File: config.mk
export PLATFORM = sky130hd
export DESIGN_NAME = fsic_io_serdes_rx_ctrl
export DESIGN_NICKNAME = d
export VERILOG_FILES = /design/src/rtl/fsic_io_serdes_pkg.sv /design/src/rtl/fsic_io_serdes_word_align.sv /design/src/rtl/fsic_io_serdes_rx_ctrl.sv
export SDC_FILE = /design/constraint.sdc
export NUM_CORES = 1
export LEC_CHECK = 0
export CAP_MARGIN = 20
export CORE_MARGIN = 3
export CORE_UTILIZATION = 35
export CTS_CLUSTER_SIZE = 25
export DETAILED_ROUTE_END_ITERATION = 8
export DONT_BUFFER_PORTS = 1
export HOLD_SLACK_MARGIN = 0.05
export PLACE_DENSITY = 0.59
export SYNTH_ARGS = -nofsm -noshare
export SYNTH_HDL_FRONTEND = slang
export SYNTH_SLANG_ARGS = --single-unit
File: constraint.sdc
create_clock -name coreclk -period 3.3 [get_ports coreclk]
set_input_delay 0.495 -clock coreclk [delete_from_list [all_inputs] [get_ports coreclk]]
set_output_delay 0.495 -clock coreclk [all_outputs]
set_load 0.1 [all_outputs]
File: src/rtl/fsic_io_serdes_pkg.sv
// Shared types and constants for the IO SERDES receive-path link-training controller.
package fsic_io_serdes_pkg;

    localparam int         CLK_RATIO     = 4;
    localparam logic [3:0] TRAIN_PATTERN = 4'b0011;

    typedef enum logic [2:0] {
        ST_IDLE    = 3'd0,
        ST_EN_WAIT = 3'd1,
        ST_HUNT    = 3'd2,
        ST_VERIFY  = 3'd3,
        ST_LINK_UP = 3'd4,
        ST_FAIL    = 3'd5
    } rx_state_e;

    // Lowest rotation whose comparator fired; callers only use it when some bit is set.
    function automatic logic [1:0] lowest_match(input logic [3:0] match);
        logic [1:0] idx;
        if (match[0]) begin
            idx = 2'd0;
        end else if (match[1]) begin
            idx = 2'd1;
        end else if (match[2]) begin
            idx = 2'd2;
        end else begin
            idx = 2'd3;
        end
        return idx;
    endfunction

endpackage

File: src/rtl/fsic_io_serdes_word_align.sv
// Two-word history window, four rotation candidates and their training-pattern comparators.
module fsic_io_serdes_word_align
    import fsic_io_serdes_pkg::*;
#(
    parameter logic [3:0] pTRAIN_PATTERN = TRAIN_PATTERN
) (
    input  logic       i_clk,
    input  logic       i_rst_n,
    input  logic [3:0] i_rxdata,
    input  logic       i_rxdata_valid,
    input  logic [1:0] i_sel,
    output logic [3:0] o_match,
    output logic [3:0] o_word
);

    logic [3:0] r_prev;
    logic [7:0] w_window;
    logic [3:0] w_cand [4];

    // History register: the previous valid word supplies the older bits of each rotation.
    always_ff @(posedge i_clk) begin
        if (!i_rst_n) begin
            r_prev <= 4'h0;
        end else if (i_rxdata_valid) begin
            r_prev <= i_rxdata;
        end else begin
            r_prev <= r_prev;
        end
    end

    assign w_window  = {i_rxdata, r_prev};
    assign w_cand[0] = w_window[7:4];
    assign w_cand[1] = w_window[6:3];
    assign w_cand[2] = w_window[5:2];
    assign w_cand[3] = w_window[4:1];

    assign o_match[0] = (w_cand[0] == pTRAIN_PATTERN);
    assign o_match[1] = (w_cand[1] == pTRAIN_PATTERN);
    assign o_match[2] = (w_cand[2] == pTRAIN_PATTERN);
    assign o_match[3] = (w_cand[3] == pTRAIN_PATTERN);
    assign o_word     = w_cand[i_sel];

endmodule

File: src/rtl/fsic_io_serdes_rx_ctrl.sv
// Receive link-training FSM: enables the receiver, hunts the training nibble rotation,
// verifies lock and then forwards word-aligned data with link_up.
module fsic_io_serdes_rx_ctrl
    import fsic_io_serdes_pkg::*;
#(
    parameter int         pCLK_RATIO     = CLK_RATIO,
    parameter logic [3:0] pTRAIN_PATTERN = TRAIN_PATTERN,
    parameter int         pLOCK_CNT      = 8,
    parameter int         pEN_TIMEOUT    = 32,
    parameter int         pHUNT_TIMEOUT  = 64
) (
    input  logic                          coreclk,
    input  logic                          axis_rst_n,
    input  logic                          cfg_train_en,
    input  logic                          cfg_retrain,
    input  logic [3:0]                    rxdata_in,
    input  logic                          rxdata_in_valid,
    output logic                          rxen,
    output logic [3:0]                    aligned_data,
    output logic                          aligned_valid,
    output logic                          link_up,
    output logic                          train_fail,
    output logic [$clog2(pCLK_RATIO)-1:0] align_offset
);

    localparam int EN_W   = $clog2(pEN_TIMEOUT + 1);
    localparam int HUNT_W = $clog2(pHUNT_TIMEOUT + 1);
    localparam int LOCK_W = $clog2(pLOCK_CNT + 1);
    localparam logic [EN_W-1:0]   EN_MAX   = EN_W'(pEN_TIMEOUT);
    localparam logic [HUNT_W-1:0] HUNT_MAX = HUNT_W'(pHUNT_TIMEOUT);
    localparam logic [LOCK_W-1:0] LOCK_MAX = LOCK_W'(pLOCK_CNT);

    rx_state_e         r_state;
    logic [EN_W-1:0]   r_en_cnt;
    logic [HUNT_W-1:0] r_hunt_cnt;
    logic [LOCK_W-1:0] r_match_cnt;
    logic              r_rxen;
    logic [3:0]        r_aligned_data;
    logic              r_aligned_valid;
    logic              r_link_up;
    logic              r_train_fail;
    logic [1:0]        r_align_offset;

    logic [3:0]        w_match;
    logic [3:0]        w_word;
    logic              w_hit_sel;
    logic [EN_W-1:0]   w_en_inc;
    logic [HUNT_W-1:0] w_hunt_inc;
    logic [LOCK_W-1:0] w_match_inc;

    fsic_io_serdes_word_align #(
        .pTRAIN_PATTERN (pTRAIN_PATTERN)
    ) u_word_align (
        .i_clk          (coreclk),
        .i_rst_n        (axis_rst_n),
        .i_rxdata       (rxdata_in),
        .i_rxdata_valid (rxdata_in_valid),
        .i_sel          (r_align_offset),
        .o_match        (w_match),
        .o_word         (w_word)
    );

    assign w_hit_sel   = w_match[r_align_offset];
    assign w_en_inc    = (r_en_cnt == EN_MAX) ? r_en_cnt : r_en_cnt + EN_W'(1);
    assign w_hunt_inc  = (r_hunt_cnt == HUNT_MAX) ? r_hunt_cnt : r_hunt_cnt + HUNT_W'(1);
    assign w_match_inc = (r_match_cnt == LOCK_MAX) ? r_match_cnt : r_match_cnt + LOCK_W'(1);

    // Training FSM with its counters and all registered outputs.
    always_ff @(posedge coreclk) begin
        if (!axis_rst_n) begin
            r_state         <= ST_IDLE;
            r_en_cnt        <= '0;
            r_hunt_cnt      <= '0;
            r_match_cnt     <= '0;
            r_rxen          <= 1'b0;
            r_aligned_data  <= 4'h0;
            r_aligned_valid <= 1'b0;
            r_link_up       <= 1'b0;
            r_train_fail    <= 1'b0;
            r_align_offset  <= 2'd0;
        end else if (!cfg_train_en) begin
            r_state         <= ST_IDLE;
            r_en_cnt        <= '0;
            r_hunt_cnt      <= '0;
            r_match_cnt     <= '0;
            r_rxen          <= 1'b0;
            r_aligned_valid <= 1'b0;
            r_link_up       <= 1'b0;
            r_train_fail    <= 1'b0;
        end else begin
            r_aligned_valid <= 1'b0;
            case (r_state)
                ST_IDLE: begin
                    r_en_cnt    <= '0;
                    r_hunt_cnt  <= '0;
                    r_match_cnt <= '0;
                    r_rxen      <= 1'b1;
                    r_state     <= ST_EN_WAIT;
                end
                ST_EN_WAIT: begin
                    if (rxdata_in_valid) begin
                        r_hunt_cnt <= '0;
                        r_state    <= ST_HUNT;
                    end else if (w_en_inc == EN_MAX) begin
                        r_rxen       <= 1'b0;
                        r_train_fail <= 1'b1;
                        r_state      <= ST_FAIL;
                    end else begin
                        r_en_cnt <= w_en_inc;
                    end
                end
                ST_HUNT: begin
                    if (rxdata_in_valid) begin
                        r_hunt_cnt <= w_hunt_inc;
                        if (|w_match) begin
                            r_align_offset <= lowest_match(w_match);
                            r_match_cnt    <= LOCK_W'(1);
                            r_state        <= ST_VERIFY;
                        end else if (w_hunt_inc == HUNT_MAX) begin
                            r_rxen       <= 1'b0;
                            r_train_fail <= 1'b1;
                            r_state      <= ST_FAIL;
                        end
                    end
                end
                ST_VERIFY: begin
                    if (rxdata_in_valid) begin
                        r_hunt_cnt <= w_hunt_inc;
                        if (w_hit_sel) begin
                            r_match_cnt <= w_match_inc;
                            if (w_match_inc == LOCK_MAX) begin
                                r_link_up <= 1'b1;
                                r_state   <= ST_LINK_UP;
                            end
                        end else begin
                            // The word timer is not restarted, so a flapping lock still times out.
                            r_match_cnt <= '0;
                            if (w_hunt_inc == HUNT_MAX) begin
                                r_rxen       <= 1'b0;
                                r_train_fail <= 1'b1;
                                r_state      <= ST_FAIL;
                            end else begin
                                r_state <= ST_HUNT;
                            end
                        end
                    end
                end
                ST_LINK_UP: begin
                    if (!rxdata_in_valid) begin
                        r_rxen       <= 1'b0;
                        r_link_up    <= 1'b0;
                        r_train_fail <= 1'b1;
                        r_state      <= ST_FAIL;
                    end else if (cfg_retrain) begin
                        r_hunt_cnt  <= '0;
                        r_match_cnt <= '0;
                        r_link_up   <= 1'b0;
                        r_state     <= ST_HUNT;
                    end else begin
                        r_aligned_valid <= 1'b1;
                        r_aligned_data  <= w_word;
                    end
                end
                ST_FAIL: begin
                    r_rxen       <= 1'b0;
                    r_train_fail <= 1'b1;
                end
                default: begin
                    r_rxen       <= 1'b0;
                    r_link_up    <= 1'b0;
                    r_train_fail <= 1'b0;
                    r_state      <= ST_IDLE;
                end
            endcase
        end
    end

    assign rxen          = r_rxen;
    assign aligned_data  = r_aligned_data;
    assign aligned_valid = r_aligned_valid;
    assign link_up       = r_link_up;
    assign train_fail    = r_train_fail;
    assign align_offset  = r_align_offset;

endmodule

# Word level (Yosys, flattened, before mapping)
# Index checks and enable logic that the tools add are counted.
[totals] reg_bits=34 latch_bits=0 ram_bits=0 rom_bits=0 input_bits=9 output_inout_bits=10 elab_cells=136 mem_count=0
[op_classes] n_addsub=3 mul=0 div=0 order_cmp=2 eq_ne=34 shift=0 n_mux=63 n_bitwise=5 n_reduce_logical=18
[ops] operator="two-way mux 4 bit" count=9
[ops] operator="two-way mux 7 bit" count=5
[ops] operator="two-way mux 3 bit" count=11
[ops] operator="inequality test 2 bit (second input constant)" count=14
[ops] operator="case mux 7 bit (4 select lines)" count=1
[ops] operator="two-way mux 1 bit" count=24
[ops] operator="two-way mux 6 bit" count=3
[ops] operator="case mux 3 bit (6 select lines)" count=1
[ops] operator="equality test 4 x 2 -> 1 bit (second input constant)" count=4
[ops] operator="case mux 4 bit (4 select lines)" count=1
[ops] operator="equality test 7 bit (second input constant)" count=2
[ops] operator="AND reduction 7 bit" count=2
[ops] operator="equality test 6 bit (second input constant)" count=2
[ops] operator="inequality test 3 bit (second input constant)" count=4
[ops] operator="case mux 6 bit (2 select lines)" count=1
[ops] operator="AND reduction 4 bit" count=3
[ops] operator="AND reduction 5 bit" count=2
[ops] operator="binary-select mux 4 bit (select 2 bit)" count=1
[ops] operator="equality test 4 bit (second input constant)" count=2
[ops] operator="AND reduction 8 bit" count=1
[ops] operator="nonzero test 4 bit" count=2
[ops] operator="OR reduction 4 bit" count=2
[ops] operator="adder 7 x 1 -> 7 bit (second input constant)" count=1
[ops] operator="adder 6 x 1 -> 6 bit (second input constant)" count=1
[ops] operator="20 further kinds" count=26

# Longest topological paths before layout
# Gate-level depths: netlist of run 1.
[logic_depth] ltp_word=7 ltp_mapped=9 mapped_depth_nobuf=9

# By module
# From an unflattened synthesis of run 1, not the netlist that was laid out.
[unflattened] cells_unflattened=282 area_unflattened_um2=2394.8
[by_module_without_submodules] mod="fsic_io_serdes_rx_ctrl" instances=1 cells_each=265 area_each_um2=2140.8 seq_area_each_um2=600.6
[by_module_without_submodules] mod="fsic_io_serdes_word_align" instances=1 cells_each=17 area_each_um2=254.0 seq_area_each_um2=60.1

# Least setup slack after synthesis of run 1
# OpenSTA, ideal clock, no wires.
[synth_timing] kind="register to register" from="reg r_align_offset[0], in the netlist align_offset[0]" to="reg r_match_cnt[3]" setup_ns=0.071 arrival_ns=2.877 t_required_ns=3.229 slack_ns=0.352 path_stages_with_launch=9 path_buffers=2 period_less_slack_ns=2.948 path_cell_list="dfxtp_1 > buf_6 > or3b_4 > a2111oi_4 > or2_1 > buf_6 > or4b_1 > or4_1 > a21oi_1"
[synth_via] elab_chain_len=5
[synth_lines] item="from (decl)" line="fsic_io_serdes_rx_ctrl.sv:42" rtl="logic [1:0] r_align_offset;"
[synth_lines] item="from (signal assigned)" line="fsic_io_serdes_rx_ctrl.sv:116" rtl="r_align_offset <= lowest_match(w_match);"
[synth_lines] item="binary-select mux 1 bit (select 2 bit)" line="fsic_io_serdes_rx_ctrl.sv:63" rtl="assign w_hit_sel = w_match[r_align_offset];"
[synth_lines] item="two-way mux 1 bit (not written as such)" line="fsic_io_serdes_rx_ctrl.sv:63"
[synth_lines] item="two-way mux 4 bit" line="fsic_io_serdes_rx_ctrl.sv:129" rtl="if (w_hit_sel) begin"
[synth_lines] item="two-way mux 4 bit" line="fsic_io_serdes_rx_ctrl.sv:127" rtl="if (rxdata_in_valid) begin"
[synth_lines] item="case mux 4 bit (4 select lines)" line="fsic_io_serdes_rx_ctrl.sv:92" rtl="case (r_state)"
[synth_lines] item="to (signal assigned)" line="fsic_io_serdes_rx_ctrl.sv:130" rtl="r_match_cnt <= w_match_inc;"
[synth_lines] item="to (decl)" line="fsic_io_serdes_rx_ctrl.sv:36" rtl="logic [LOCK_W-1:0] r_match_cnt;"
# No other way between the ends. The select of a mux whose other input is x is not followed.
# A chain may end at the register's enable or synchronous reset.

# Worst setup path in the final report of run 1
[layout_timing] from="reg r_match_cnt[0]" to="reg r_state[0]"
[layout_via] elab_chain_len=5 elab_cells_between_ends=6 classes_between="add/sub: 1; eq/ne: 3; mux: 1; reduce/logical: 1"
[layout_lines] item="adder 4 x 1 -> 4 bit / equality test 4 bit (equally long branches)" line="fsic_io_serdes_rx_ctrl.sv:66" rtl="assign w_match_inc = (r_match_cnt == LOCK_MAX) ? r_match_cnt : r_match_cnt + LOCK_W'(1);"
[layout_lines] item="two-way mux 4 bit (*)" line="fsic_io_serdes_rx_ctrl.sv:66"
[layout_lines] item="equality test 4 bit (*)" line="fsic_io_serdes_rx_ctrl.sv:131" rtl="if (w_match_inc == LOCK_MAX) begin"
[layout_lines] item="inequality test 3 bit (no line) (*)"
[layout_lines] item="AND reduction 7 bit (no line) (*)"
[layout_lines] item="to (signal assigned)" line="fsic_io_serdes_rx_ctrl.sv:71" rtl="r_state <= ST_IDLE;"
[layout_lines] item="to (signal assigned)" line="fsic_io_serdes_rx_ctrl.sv:133" rtl="r_state <= ST_LINK_UP;"
[layout_lines] item="to (signal assigned)" line="fsic_io_serdes_rx_ctrl.sv:141" rtl="r_state <= ST_FAIL;"
[layout_lines] item="to (decl)" line="fsic_io_serdes_rx_ctrl.sv:33" rtl="rx_state_e r_state;"
# Every way passes the cells marked *; elsewhere a longest branch is shown, timed or not.

==> results of run 1 <==
[layout make-up]
cell class / instances / share of cell area [%]
multi-input cells: 225 / 61.7
flip-flops and latches: 33 / 26.5
clock buffers: 7 / 3.87
well taps: 77 / 3.87
inverters: 15 / 2.26
repair buffers: 5 / 1.51
clock inverters: 1 / 0.201
[per-stage QoR]
| stage | cell area, sq um | std cells | power, mW | setup WS (ns) |
|---|---|---|---|---|
| after CTS | 2490 | 363 | 0.883 | 0.643 |
| after global placement | 2390 | 355 | 0.543 | 0.715 |
| final | 2490 | 363 | 0.873 | 0.636 |
| after detailed placement | 2390 | 355 | 0.542 | 0.658 |
| after floorplan | 2340 | 291 | 0.521 | 0.352 |
| after global routing | 2490 | 363 | 0.912 | 0.323 |
[per-layer routing]
layer | vias up | track usage, % | part of all wire, %
met5 | - | 0 | 0
met4 | 0 | 5.58 | 1.8
met3 | 8 | 4.05 | 6.5
met2 | 78 | 24.7 | 44
met1 | 1037 | 20.7 | 47
li1 | 1081 | - | -
[final timing paths]
check	end	slack [ns]	startpoint
setup / recovery	r_state[0]	0.64	r_match_cnt[0]
setup reg to reg	r_state[0]	0.64	r_match_cnt[0]
hold reg to reg	r_hunt_cnt[6]	0.51	r_hunt_cnt[6]
hold / removal	u_word_align.r_prev[3]	0.34	axis_rst_n
[flip-flops by register name, indices dropped and copies added (netlist names)]
| register | count |
|---|---|
| align_offset | 2 |
| aligned_data | 4 |
| aligned_valid | 1 |
| link_up | 1 |
| r_en_cnt | 6 |
| r_hunt_cnt | 7 |
| r_match_cnt | 4 |
| r_state | 3 |
| rxen | 1 |
| train_fail | 1 |
| u_word_align.r_prev | 3 |
[where the power goes]
group	internal [mW]	total (mW)	switching (mW)	leakage, nW
clock	0.189	0.338	0.149	0.0542
sequential	0.406	0.429	0.0235	0.267
combinational	0.0429	0.106	0.0630	0.501
total	0.637	0.873	0.236	0.823
[Yosys cell counts (2+ instances only)]
master,number
nor3_1,10
o21ai_0,18
and3b_1,2
a21o_1,2
nor4_1,3
a211o_1,2
inv_1,15
nor2b_1,13
ha_1,6
nand2_1,22
nand2b_1,3
a21oi_1,21
a31o_2,4
o21a_1,2
mux2i_1,10
or3_1,2
and3_1,4
nor4b_1,2
or4_1,3
and2_1,4
o211a_1,2
nand3_1,11
clkbuf_1,16
a2111oi_0,2
a31oi_1,9
nor2_1,19
o31ai_1,4
a211oi_1,5
a22oi_1,5
nand3b_1,5
dfxtp_1,33
a221oi_1,3
buf_6,2
mux4_1,3
o221a_2,2
[cell families (layout without fill, tap and decap cells)]
family                     Yosys count  in the layout  share of synthesized area, %
AOI/OAI and AO/OA                   90             90                          26.7
buffers and inverters               33             28                          5.95
and+or+nand+nor                    113            113                          26.5
DFF                                 33             33                          28.3
muxes                               14             14                          8.62
adders and majority gates            6              6                          3.21
xor gates and xnor gates             2              2                         0.750
[critical path, delay by kind of cell (launching register included)]
kind / cells / cell delay [ns]
DFF: 1 / 0.44
adders and majority gates: 1 / 0.33
AOI/OAI and AO/OA: 5 / 1.19
and+or+nand+nor: 1 / 0.44
buffers and inverters: 1 / 0.14
==> out/qor.yml, run 1 <==
setup_path:
  cp_cell_sequence: "inv_1, ha_1, a31o_2, nor4_1, o221a_2, o311ai_1, a2111oi_0, a211oi_1"
  criticalPathCategory: "reg2reg"
  cp-start-kind: "register"
  arrival_ns: 2.81
  slowest_stage: "dfxtp_1"
  reg2reg_depth: 8
  worstPathRequired_ns: 3.45
  cpPeakStageDelay_ns: 0.44
  worstPathMaxFanout: 7
  crit_path_end_kind: "register"
final_layout:
  area_growth_pct: 6.53
  antenna_cells: 0
  num-nets-final: 300
  multiInputGateArea_sq_mm: 0.00154
  fill_cells: 643
  regArea_sq_um: 661
  layout-drive-gt1-share_pct: 8.39
  layout_commonest_cell: "dfxtp_1"
  final_cell_mix: "dfxtp_1 (33), nand2_1 (22), a21oi_1 (21), nor2_1 (19), o21ai_0 (18)"
  finalCoreUtilization_pct: 38.7
floorplanning:
  start_util_pct: 36.4
  ioPinCount: 19
  rows: 29
  core_sq_mm: 0.00642
  die_w_microns: 87.7
  die_h_microns: 87.7
  die-area_sq_mm: 0.00769
timing:
  skew_ns: 0.00652
  drv_slew: 0
  slew-limit-headroom_pct: 32.4
  hold_slack_ns: 0.341
  period_minus_slack_ns: 2.66
  rsz0062_at_grt: "false"
  setup_tns_ns: 0
  fmax_mhz: 375
  hold_viol_final: 0
  setup_violations: 0
  tightest_slew_ns: 1.01
  fin_crit_sh_pct: 80.7
logic_synthesis:
  synth_edf_count: 0
  synth.avg_cell_area_sq_um: 8.03
  synth_async_sr_flop_share_pct: 0
  synthDistinctLibCells: 57
  synth_top_cell_area_share_pct: 28.3
  netlist_area_sq_mm: 0.00234
  synth_area_leaders: "dfxtp_1 (28%), a21oi_1 (4.5%), mux2i_1 (4.3%)"
  synth_fp_nets: 306
  synthCells: 291
  synth_seq_cells: 33
  yosys_warnings: 0
  ys.flop_type: "dfxtp_1"
  yosysSeqAreaShare_pct: 28.3
  synth_top_area_cell: "dfxtp_1"
clock_tree:
  cts_made_buffers: 5
  cts_tree: "built"
  htree_levels: 2
  insertion_delay_ns: 0.28
  post_cts_resized: 0
  cts_setup_buffers: 0
  clockRootBuffer: "clkbuf_8"
  clk_pin_slew_worst_paths_ns: 0.07
  cts.hold.buffers_added: 0
  clockBufferDepth: 2
  cts_sinks: 33
power_and_ir_drop:
  ir_worst_vdd_v: 0.000225
  power_density_mw_per_mm2: 351
  p_leak_nw: 0.823
detailed_routing:
  viasPerCell: 6.07
  vias: 2204
  drc: 0
  drt_pass1_iterations: 5
  final_antenna_net_count: 0
  drtIter0Drc: 137
  drt_wl_total_microns: 5650
  wl_per_cell_microns: 15.6
grt:
  grt_pass1_wl_microns: 9680
  grt_pass1_vias: 2031
  overflow: 0
  antenna_found_initial: 0
  track_usage_pct: 15.7
  grt_max_degree: 21
worst_hold_path:
  hold_depth: 1
  hp-class: "in2reg"
status:
  status: "complete, no violations"
placement:
  dp_hpwl_microns: 4080
  port_buffers: 0
  place_congestion: 0.870
flow_run:
  maxCapViolations: 0
(Power assumes the default switching activity.)
==> run 2: changes to the inputs <==
clock period = 2.5 ns   (was 3.3 ns; I/O delays follow)
==> run 2 against run 1 <==
Register-to-register slack got worse by 0.55 ns. Worst setup slack worse by 0.55 ns. Utilization increased by 3.2 points. Worst hold slack got worse by 0.15 ns. Global-route usage rose by 0.82 points. Via count increased by 1.3%. Combinational power increased by 70%. Count of clock-buffer cells in the layout is 2 lower. Clock skew is 0.0045 ns higher. Clock power grew 56%. Critical path type unchanged. Largest cell class unchanged.
==> out/qor.yml, run 2 (same netlist as run 1, synthesis figures left out) <==
timing:
  drv_slew: 0  # unchanged
  fin_crit_sh_pct: 96.6  # +16 points
  skew_ns: 0.0110  # +0.00449 ns
  hold_viol_final: 0  # unchanged
  hold_slack_ns: 0.195  # -0.146 ns
  slew-limit-headroom_pct: 35.2  # +2.8 points
  rsz0062_at_grt: "false"
  tightest_slew_ns: 0.971  # -0.0423 ns
  timing.final.ws_setup_ns: 0.0862  # -0.550 ns
  fmax_mhz: 414  # +10%
  setup_violations: 0  # unchanged
  period_minus_slack_ns: 2.41  # -0.250 ns
setup_path:
  cp_cell_sequence: "or3b_4, a2111oi_4, or2_1, or4b_1, or4_1, a21oi_1"
  cp-start-kind: "register"
  worst-path-buf-inv: 0  # -1
  slowest_stage: "or4b_1"
  worstPathRequired_ns: 2.71  # -0.74 ns
  cpPeakStageDelay_ns: 0.48  # +0.04 ns
  arrival_ns: 2.63  # -0.18 ns
  crit_family: "simple AND/OR/NAND/NOR gates"
  crit_path_end_kind: "register"
  criticalPathCategory: "reg2reg"
  worstPathMaxFanout: 8  # +1
final_layout:
  antenna_cells: 0  # unchanged
  largestRegisters: "r_hunt_cnt (7), r_en_cnt (6)"
  layout-drive-gt1-share_pct: 17.7  # +9.3 points
  layout_commonest_cell: "dfxtp_1"
  final_cell_mix: "dfxtp_1 (30), buf_4 (24), nand2_1 (22), a21oi_1 (21), nor2_1 (18)"
  area_growth_pct: 15.3
  largest_register_ff_count: 7  # unchanged
  finalCoreUtilization_pct: 41.9  # +3.2 points
  multiInputGateArea_sq_mm: 0.00158  # +2.8%
  regArea_sq_um: 667  # +0.95%
  num-nets-final: 319  # +6.3%
  largest_register: "r_hunt_cnt"
  fill_cells: 653  # +1.6%
floorplanning:
  start_util_pct: 36.4  # unchanged
  die-area_sq_mm: 0.00769  # unchanged
  core_sq_mm: 0.00642  # unchanged
  rows: 29  # unchanged
  die_w_microns: 87.7  # unchanged
  ioPinCount: 19  # unchanged
  die_h_microns: 87.7  # unchanged
status:
  status: "complete, no violations"
power_and_ir_drop:
  p_comb_share_pct: 14.4  # +2.3 points
  p_clk_share_pct: 42.0  # +3.3 points
  power_switching_mw: 0.349  # +48%
  power_density_mw_per_mm2: 465  # +32%
  power_mw: 1.25  # +43%
  power_frac_seq_pct: 43.6  # -5.6 points
  power.internal_mw: 0.903  # +42%
  netSwitchingFraction_pct: 27.9  # +0.88 points
  ir_worst_vdd_v: 0.000234  # +4.0%
  p_leak_nw: 0.929  # +13%
clock_tree:
  clockBufferDepth: 2  # unchanged
  cts_tree: "built"
  clk_pin_slew_worst_paths_ns: 0.08  # about the same
  clockRootBuffer: "clkbuf_8"
  htree_levels: 2  # unchanged
  cts.hold.buffers_added: 0  # unchanged
  cts_sinks: 33  # unchanged
  cts_made_buffers: 5  # unchanged
  insertion_delay_ns: 0.30  # +0.02 ns
grt:
  grt_pass1_vias: 2086  # +2.7%
  track_usage_pct: 16.5  # +0.82 points
  grt_pass1_wl_microns: 10200  # +5.1%
  overflow: 0  # unchanged
  grt_max_degree: 19  # -9.5%
  antenna_found_initial: 0  # unchanged
detailed_routing:
  viasPerCell: 5.84  # -3.8%
  drt_pass1_iterations: 4  # -1
  final_antenna_net_count: 0  # unchanged
  drc: 0  # unchanged
  vias: 2232  # +1.3%
  route.met3.wl_microns: 339  # -8.1%
  met2WireLength_microns: 2730  # +8.6%
  wl_per_cell_microns: 15.4  # -1.2%
  wl_met1_microns: 2720  # +2.0%
  drtIter0Drc: 231  # +69%
  top_layer_used: "met4"
  drt_wl_total_microns: 5870  # +3.9%
placement:
  place_congestion: 0.863  # -0.78%
  place_ws_ns: 0.0550  # -0.603 ns
  port_buffers: 0  # unchanged
  dp_hpwl_microns: 4210  # +3.2%
worst_hold_path:
  hp-class: "in2reg"
flow_run:
  maxCapViolations: 0  # unchanged
-- run 2: worst paths after layout --
kind,start,end,slack (ns),cells past startpoint
max reg2reg,align_offset[0],r_match_cnt[3],0.09,6
min,axis_rst_n,aligned_valid,0.19,1
min reg2reg,r_hunt_cnt[6],r_hunt_cnt[6],0.52,1
max,align_offset[0],r_match_cnt[3],0.09,6
-- run 2: power by group through the flow --
stage                     clock [mW]  sequential (mW)  combinational [mW]
after floorplan                    0            0.570               0.117
after global placement             0            0.557               0.170
after detailed placement           0            0.557               0.170
after CTS                      0.531            0.545               0.171
after global routing           0.559            0.547               0.198
final                          0.526            0.545               0.180
-- run 2: cell type report --
type	instances	area share (%)
clock inverters	3	1.72
multi-input cells	225	58.6
inverters	15	2.09
repair buffers	24	6.69
well taps	77	3.58
clock buffers	5	2.55
flip-flops and latches	33	24.8
-- run 2: per-stage QoR --
stage,area [sq um],setup TNS (ns),std cells
2_1_floorplan,2340,-0.0497,291
3_3_place_gp,2530,0,374
3_5_place_dp,2530,0,374
4_1_cts,2650,0,382
5_1_grt,2690,0,382
6_report,2690,0,382
-- run 2: metal layers --
metal / global-route usage [%] / vias up
li1: - / 1118
met1: 22.0 / 1051
met2: 26.2 / 55
met3: 4.80 / 8
met4: 4.18 / 0
met5: 0 / -
-- run 2: repair_timing --
item	in CTS	in global routing
setup endpoints to repair	0	11
setup buffers	0	0
resized for setup	0	13
